===== config.mk =====
export PLATFORM = sky130hd
export DESIGN_NAME = regfile_wb_arbiter
export DESIGN_NICKNAME = d
export VERILOG_FILES = /design/src/rtl/regfile_wb_arbiter.sv
export SDC_FILE = /design/constraint.sdc
export NUM_CORES = 1
export LEC_CHECK = 0
export ABC_AREA = 1
export CAP_MARGIN = 15
export CORE_UTILIZATION = 49
export CTS_BUF_LIST = sky130_fd_sc_hd__clkbuf_4 sky130_fd_sc_hd__clkbuf_8
export CTS_CLUSTER_SIZE = 28
export DETAILED_ROUTE_END_ITERATION = 12
export PLACE_DENSITY = 0.83
export REMOVE_ABC_BUFFERS = 1
export SYNTH_ARGS = -nofsm -noshare
export SYNTH_HDL_FRONTEND = slang
export SYNTH_SLANG_ARGS = --single-unit

===== constraint.sdc =====
create_clock -name Clock -period 3.5 [get_ports Clock]
set_clock_uncertainty 0.05 [all_clocks]
set_input_delay 0.7 -clock Clock [delete_from_list [all_inputs] [get_ports Clock]]
set_output_delay 0.7 -clock Clock [all_outputs]
set_load 0.03 [all_outputs]

===== src/rtl/regfile_wb_arbiter.sv =====
// Writeback arbiter: up to two of three requesters (ALU, load, move/imm) win the two register-file write ports each cycle, round-robin.
// Latency: a grant accepted at edge N is driven on Rd_*/Rs_* during the cycle after edge N.
// Backpressure: Req_Ready is combinational; Hold/Reset or a port or address conflict leaves a request pending.
//
// Ports:
//   Clock, Reset (sync, active-high), Hold (grant nothing this cycle)
//   Req_Valid/Req_Addr/Req_Data/Req_Ready : three packed requester lanes, lane i at [i*W +: W]
//   Rd_Wen/Rd_WAddr/Rd_WData              : register-file write port A (first grant)
//   Rs_Wen/Rs_WAddr/Rs_WData              : register-file write port B (second grant)
//   Err_Addr                              : one-cycle pulse after an out-of-range request was consumed
module regfile_wb_arbiter #(
    parameter int DATA_W   = 16,
    parameter int ADDR_W   = 7,
    parameter int NUM_REGS = 16
) (
    input  logic                  Clock,
    input  logic                  Reset,
    input  logic                  Hold,
    input  logic [2:0]            Req_Valid,
    input  logic [3*ADDR_W-1:0]   Req_Addr,
    input  logic [3*DATA_W-1:0]   Req_Data,
    output logic [2:0]            Req_Ready,
    output logic                  Rd_Wen,
    output logic [ADDR_W-1:0]     Rd_WAddr,
    output logic [DATA_W-1:0]     Rd_WData,
    output logic                  Rs_Wen,
    output logic [ADDR_W-1:0]     Rs_WAddr,
    output logic [DATA_W-1:0]     Rs_WData,
    output logic                  Err_Addr
);

    // One extra bit so NUM_REGS == 2**ADDR_W still compares correctly.
    localparam logic [ADDR_W:0] NUM_REGS_CMP = (ADDR_W+1)'(NUM_REGS);

    logic [1:0]        rr;

    logic [ADDR_W-1:0] addr_arr [0:2];
    logic [DATA_W-1:0] data_arr [0:2];
    logic [2:0]        out_of_range;

    logic              a_grant;
    logic [1:0]        a_sel;
    logic              b_grant;
    logic [1:0]        b_sel;
    logic              err_nxt;
    logic              consumed;
    logic [1:0]        last_idx;

    always_comb begin
        for (int i = 0; i < 3; i++) begin
            addr_arr[i]     = Req_Addr[i*ADDR_W +: ADDR_W];
            data_arr[i]     = Req_Data[i*DATA_W +: DATA_W];
            out_of_range[i] = ({1'b0, addr_arr[i]} >= NUM_REGS_CMP);
        end
    end

    // Scan from the round-robin pointer. Out-of-range requests are swallowed
    // without taking a port; in-range ones fill A then B, and B may not alias
    // A's address so the register file never sees two writes to one register.
    always_comb begin
        logic [2:0] sum;
        logic [1:0] idx;
        Req_Ready = '0;
        a_grant   = 1'b0;
        a_sel     = 2'd0;
        b_grant   = 1'b0;
        b_sel     = 2'd0;
        err_nxt   = 1'b0;
        consumed  = 1'b0;
        last_idx  = rr;
        sum       = '0;
        idx       = '0;
        if (!Reset && !Hold) begin
            for (int k = 0; k < 3; k++) begin
                sum = {1'b0, rr} + 3'(k);
                idx = (sum >= 3'd3) ? 2'(sum - 3'd3) : sum[1:0];
                if (Req_Valid[idx]) begin
                    if (out_of_range[idx]) begin
                        Req_Ready[idx] = 1'b1;
                        err_nxt        = 1'b1;
                        consumed       = 1'b1;
                        last_idx       = idx;
                    end else if (!a_grant) begin
                        Req_Ready[idx] = 1'b1;
                        a_grant        = 1'b1;
                        a_sel          = idx;
                        consumed       = 1'b1;
                        last_idx       = idx;
                    end else if (!b_grant && (addr_arr[idx] != addr_arr[a_sel])) begin
                        Req_Ready[idx] = 1'b1;
                        b_grant        = 1'b1;
                        b_sel          = idx;
                        consumed       = 1'b1;
                        last_idx       = idx;
                    end
                end
            end
        end
    end

    // Ports keep their last address/data when idle; only Wen drops.
    always_ff @(posedge Clock) begin
        if (Reset) begin
            rr       <= 2'd0;
            Rd_Wen   <= 1'b0;
            Rd_WAddr <= '0;
            Rd_WData <= '0;
            Rs_Wen   <= 1'b0;
            Rs_WAddr <= '0;
            Rs_WData <= '0;
            Err_Addr <= 1'b0;
        end else begin
            Rd_Wen   <= a_grant;
            Rs_Wen   <= b_grant;
            Err_Addr <= err_nxt;
            if (a_grant) begin
                Rd_WAddr <= addr_arr[a_sel];
                Rd_WData <= data_arr[a_sel];
            end
            if (b_grant) begin
                Rs_WAddr <= addr_arr[b_sel];
                Rs_WData <= data_arr[b_sel];
            end
            if (consumed) begin
                rr <= (last_idx == 2'd2) ? 2'd0 : last_idx + 2'd1;
            end
        end
    end

endmodule


After elaboration in Yosys (flattened, before gate mapping)
Index checks and enable logic that the tools add are counted.
Widths: inputs -> output; s select.
{ "totals": {"inputBits": 75, "ram_bits": 0, "reg_bits": 51, "wordCells": 179, "output_inout_bits": 52, "latch_bits": 0, "mem_bits_ro": 0, "mem_count": 0} }
{ "classes": {"eq_ne": 3, "reduce_logical": 11, "addsub": 6, "n_shift": 0, "n_bitwise": 9, "div_mod_pow": 0, "magnitude_cmp": 18, "multipliers": 0, "n_mux": 124} }
{ "op_table": {"columns": ["op", "n"], "rows": [
  ["$bmux 7 s2", 6],
  ["$mux 7", 12],
  ["$mux 2", 34],
  ["$bmux 16 s2", 2],
  ["$mux 16", 4],
  ["$mux 1", 45],
  ["$mux 3", 12],
  ["$ge 7x5->1 const B", 3],
  ["$ge 3x3->1 const B", 6],
  ["$not 2->3", 6],
  ["$ne 7x7->1", 2],
  ["$bmux 1 s2", 6],
  ["$lt 2x3->1 const B", 3],
  ["$demux 1 s2", 3],
  ["$ge 2x1->1 const B", 3],
  ["$ge 3x2->1 const B", 2],
  ["$logic_and 1x1->1", 6],
  ["$or 3x3->3", 2],
  ["$sub 2x2->2 const B", 3],
  ["$logic_not 1->1", 4],
  ["$add 2x1->3 const B", 1],
  ["$add 2x2->3 const B", 1],
  ["$add 2x1->2 const B", 1],
  ["$eq 2x2->1 const B", 1],
  ["other kinds (3)", 3]
]} }

Longest topological paths before layout
{ "logic_depth": {"word_depth": 29, "depth_mapped": 27} }

Worst setup path after synthesis
OpenSTA, ideal clock, no wires.
{ "synth_path": {"path_kind": "reg-to-output", "startpoint": "register rr[0]", "endpoint": "output port Req_Ready[1]", "t_arrival_ps": 2888, "path_buffers": 2, "setup_slack_ps": -138, "path_stages_with_launch": 24, "required_ps": 2750, "path_cell_list": "dfxtp_1 -> inv_1 -> ha_1 -> buf_6 -> o211ai_2 -> nand2_2 -> nor2_4 -> nand3_2 -> nand2_2 -> inv_2 -> buf_6 -> nand2_1 -> nand2_1 -> nand3_1 -> nand2_1 -> nand2_1 -> nor2_1 -> nand2_1 -> nand2_1 -> nand2_1 -> nand2_1 -> nand2_1 -> nand2_1 -> a31oi_1"} }
{ "synth_via": {"elab_chain_len": 25} }
{ "synth_rtl": {"columns": ["element", "line_no", "source"], "rows": [
  ["start, declared", "35", "logic [1:0] rr;"],
  ["start signal, assigned", "125", "rr <= (last_idx == 2'd2) ? 2'd0 : last_idx + 2'd1;"],
  ["$sub 2x2->2 or $ge 2x2->1 (tied branches)", "76", "idx = (sum >= 3'd3) ? 2'(sum - 3'd3) : sum[1:0];"],
  ["$mux 2", "76", null],
  ["$bmux 1 s2", "78", "if (out_of_range[idx]) begin"],
  ["$mux 1 (implied by the code)", "78", null],
  ["$mux 2", "78", null],
  ["$mux 2", "77", "if (Req_Valid[idx]) begin"],
  ["$mux 2", "73", "if (!Reset && !Hold) begin"],
  ["$not 2->3 (implied by the code)", "89", "end else if (!b_grant && (addr_arr[idx] != addr_arr[a_sel])) begin"],
  ["[9 not listed]", null, null],
  ["$mux 1", "73", null],
  ["$logic_not 1->1", "89", null],
  ["$logic_and 1x1->1", "89", null],
  ["$mux 3", "89", null],
  ["$mux 3", "83", "end else if (!a_grant) begin"],
  ["$mux 3", "78", null],
  ["$mux 3 *", "77", null],
  ["$mux 3 *", "73", null],
  ["end, declared", "22", "output logic [2:0] Req_Ready,"]
]} }
Every way passes the cells marked *; elsewhere a longest branch is shown, timed or not. The select of a mux whose other input is x is not followed.

Final worst setup path
Ends and elaborated chain as after synthesis.

==> run summary <==
Power per cell area: 238 mW/mm2. The tools report the category of the worst setup path launch point as a register. The final count of negative-setup-slack endpoints is 3. The total area inside the core boundary comes to 0.00818 mm2.

The number of antenna-violating nets in the routed design is 0, and the final layout net count is 955. Buffers inserted to repair hold after CTS numbered 0. The detailed router finished its first iteration with 456 violations. The number of buffers added by the clock tree synthesis step is 5.

In the layout the commonest cells are sky130_fd_sc_hd__nand2_1, sky130_fd_sc_hd__clkdlybuf4s50_1, sky130_fd_sc_hd__inv_1. The run gives 982 as the final cell count without fillers. The number of distinct standard cells referenced by the synthesized netlist came out at 37. The total iterations of the first detailed-routing run is 6, and the overall global routing resource usage is 33.2%.

The flow ran to the end, but the final reports show violations. For this run the aggregate overflow at the end of global routing stands at 0. Counting I/O delays and the setup requirement, the final critical path takes 3910 ps. The normalized max-slew margin was 47.2%; the static leakage was 3.17 nW.

The run gives 51 as the CTS sink count. The worst hold path belongs to the class reg -> reg. The tools report the startpoint of the worst hold path as Rd_WAddr[6]$_SDFFE_PP0P_.

The logs give -406 ps for the post-route worst setup slack and 0 for the number of max-capacitance violations reported. The checks that failed: setup timing. The per-cell routed wire length is 15.6 um, and the number of flops mapped to enable cells by yosys is 0. In this run, synthesis produced a sequential element count of 51. For this design, the slowest cell found on the critical path is sky130_fd_sc_hd__dfxtp_2. The highest net fanout along the worst path is 7, and the number of instances on the worst hold path is 2. Clock tree synthesis selected as its root buffer the cell sky130_fd_sc_hd__clkbuf_8.

The origin of the worst setup path was rr[0]$_SDFFE_PP0P_. The first global-routing pass estimated 23.4 mm of wire. Setup repair after global routing could not meet its margin everywhere.

Counting along the longest clock path gives a buffer depth of 2. The final route contains 5538 vias. The run gives 0 as the diode insertion count for antenna repair. On the worst path, the slowest cell contributes a delay of 370 ps. The run gives 959 as the count of placed standard cells including taps.

The yosys synthesis warning count was 0; the share of cells above drive strength 1 was 23.0%. The mapped netlist covers 0.00413 mm2. Initial antenna violation count: 0. After legalization and detailed placement, the total HPWL measured 10.9 mm. The die covers 0.00881 mm2. Hold is met by 403 ps. For the sum of negative setup slack, the log shows -1080 ps. The worst setup path category is reg -> out. For the pin with the worst max-slew slack, the measured transition is 787 ps. Measured in cells, the most critical reg-to-reg path has a length of 23. The floorplan has 33 rows. The clock insertion delay at the later pin of the skew report came out at 310 ps.

Measured along the y axis, the die boundary spans 93.8 um. H-tree depth: 2. For the worst setup path, the data required time is 2750 ps. The via count of the first global-routing pass is 5142. The final hold violation count is 0. The area growth from synthesis to layout is 57.6%. Startpoint of the worst-slack reg-to-reg timing path: rr[0]$_SDFFE_PP0P_. sky130_fd_sc_hd__dfxtp_1 takes more of the synthesized area than any other cell. The congestion estimate from routability-driven global placement came to 0.955.

Of the synthesized area, sequential elements account for 24.7%. STA puts the critical path data arrival time at 3160 ps. In this run the horizontal extent of the chip is 93.8 um. Summed over its instances, the top area cell type makes up 24.7% of the synthesized netlist area. The share of flip-flops with an asynchronous set or reset is 0%, and the mean instance size in the synthesized netlist is 6.04 um2. For this run, the leading register cell type out of synthesis is sky130_fd_sc_hd__dfxtp_1. The run gives 0 as the final number of max-transition violations. Leaving out fill and tap cells, the most frequent cell in the layout is sky130_fd_sc_hd__nand2_1. The final-layout fill cell count is 609.

After detailed routing, the number of vias per cell comes to 5.64. Walking the worst path, the cells encountered are inv_2 > ha_4 > buf_4 > o21ai_2 > nand2_2 > nor2_4 > nand3_4 > nand2_8 > inv_8 > nand2_2 > nand2_1 > nand3_1 > nand2_1 > nand2_1 > nor2_1 > nand2_1 > nand2_1 > nand2_2 > nand2_4 > nand2_4 > nand2_4 > a31oi_4 > buf_12. The number of port buffers came out at 126.

By area the synthesized netlist is led by sky130_fd_sc_hd__dfxtp_1, sky130_fd_sc_hd__nand2_1, sky130_fd_sc_hd__nand3_1. Clock-pin slew was measured on the worst setup and hold paths at 100 ps. 127 I/O pins were placed. TritonCTS built the clock tree.

The final clock period utilization by the worst path is 112%, and the synthesized netlist cell count is 684. For this run, the top clock speed supported by timing is 256 MHz. Entering global routing, the biggest net connects 45 pins. Most repeated library cell on the critical path: sky130_fd_sc_hd__nand2_1. In the routed design, unresolved DRC markers number 0. The starting density of the core was 50.6%. The final layout contains routed wiring with a total length of 15.3 mm. STA classifies the critical path endpoint as an output pin. IR analysis of the VDD net gives a maximum drop of 0.187 mV.
[flip-flops by register name, summed over array words and instances (netlist names)]
register	cells
Rd_WAddr	7
rr	2
Rs_WData	16
Rs_Wen	1
Rd_WData	16
Err_Addr	1
Rs_WAddr	7
Rd_Wen	1
[synthesized netlist by cell type, types with 4 or more instances]
master and count:
sky130_fd_sc_hd__o21ai_0 72, sky130_fd_sc_hd__ha_1 4, sky130_fd_sc_hd__nand4_1 6, sky130_fd_sc_hd__o21ai_1 7, sky130_fd_sc_hd__a31oi_1 5, sky130_fd_sc_hd__nor2_2 4
sky130_fd_sc_hd__inv_1 96, sky130_fd_sc_hd__buf_6 6, sky130_fd_sc_hd__buf_2 12, sky130_fd_sc_hd__o221a_2 8, sky130_fd_sc_hd__o221a_1 8, sky130_fd_sc_hd__nand2_1 134
sky130_fd_sc_hd__nand3b_1 4, sky130_fd_sc_hd__clkbuf_1 14, sky130_fd_sc_hd__o21a_1 8, sky130_fd_sc_hd__a21oi_1 67, sky130_fd_sc_hd__nand2_2 10, sky130_fd_sc_hd__nor2_1 52
sky130_fd_sc_hd__nand3_2 4, sky130_fd_sc_hd__inv_2 14, sky130_fd_sc_hd__dfxtp_1 51, sky130_fd_sc_hd__a22oi_1 4, sky130_fd_sc_hd__nand3_1 72
[logic make-up (layout without fill, tap and decap cells)]
family | count (synthesis) | count (layout) | synth area share (%)
simple gates | 289 | 289 | 31.3
compound gates | 188 | 188 | 26.9
xor+xnor | 4 | 4 | 0.848
buf+inv | 148 | 341 | 15.1
flops | 51 | 51 | 24.7
fa+ha+maj | 4 | 4 | 1.21
[cell type report]
cell class	count	area [um2]	area share (%)
timing repair buffer	219	2030	31.2
clock inverter	3	43.8	0.673
timing repair inverter	1	8.76	0.135
multi-input combinational	485	2760	42.4
tap	105	131	2.02
sequential	51	1030	15.8
clock buffer	5	68.8	1.06
inverter	113	439	6.74
[what timing repair did]
| item | 4_1_cts | 5_1_grt |
|---|---|---|
| pin swaps | 23 | 14 |
| cloned | 1 | 0 |
| resized for setup | 70 | 29 |
| endpoints found under the setup margin | 10 | 9 |
| buffers inserted | 12 | 2 |
[through the flow]
stage | cell area (um2) | utilization [%] | power [W] | worst slack, ps
after floorplan | 3940 | - | 0.000855 | -575
after global placement | 5990 | 73.3 | 0.00108 | -569
after detailed placement | 5990 | 73.3 | 0.00109 | -652
after CTS | 6380 | 78.0 | 0.00152 | -216
after global routing | 6510 | 79.6 | 0.00162 | -542
final | 6510 | 79.6 | 0.00155 | -406
[final timing paths]
check	endpoint	slack, ps
max	Req_Ready[1]	-410
min	Rd_WAddr[6]$_SDFFE_PP0P_	400
min reg2reg	Rd_WAddr[6]$_SDFFE_PP0P_	400
max reg2reg	Rs_WData[8]$_SDFFE_PP0P_	170
[layer usage]
metal  wire, um  track usage, %
met2       7440            60.5
met4        531            15.3
met1       5920            37.8
met5          0               0
met3       1420            4.77
[power breakdown]
part / switching [W] / leakage [nW] / internal (W) / total (W)
clock network: 0.000204 / 0.0581 / 0.000213 / 0.000417
logic: 0.000276 / 2.69 / 0.000248 / 0.000525
registers: 0.00000983 / 0.414 / 0.000597 / 0.000607
total: 0.000491 / 3.17 / 0.00106 / 0.00155
[worst max-delay path, delay by kind of cell (launching register included)]
family | cells | cell delay [ps]
and+or+nand+nor | 16 | 1470
buffers and inverters | 4 | 410
DFF | 1 | 370
AOI/OAI and AO/OA | 2 | 300
adders and majority gates | 1 | 280
(Power assumes the default switching activity.)
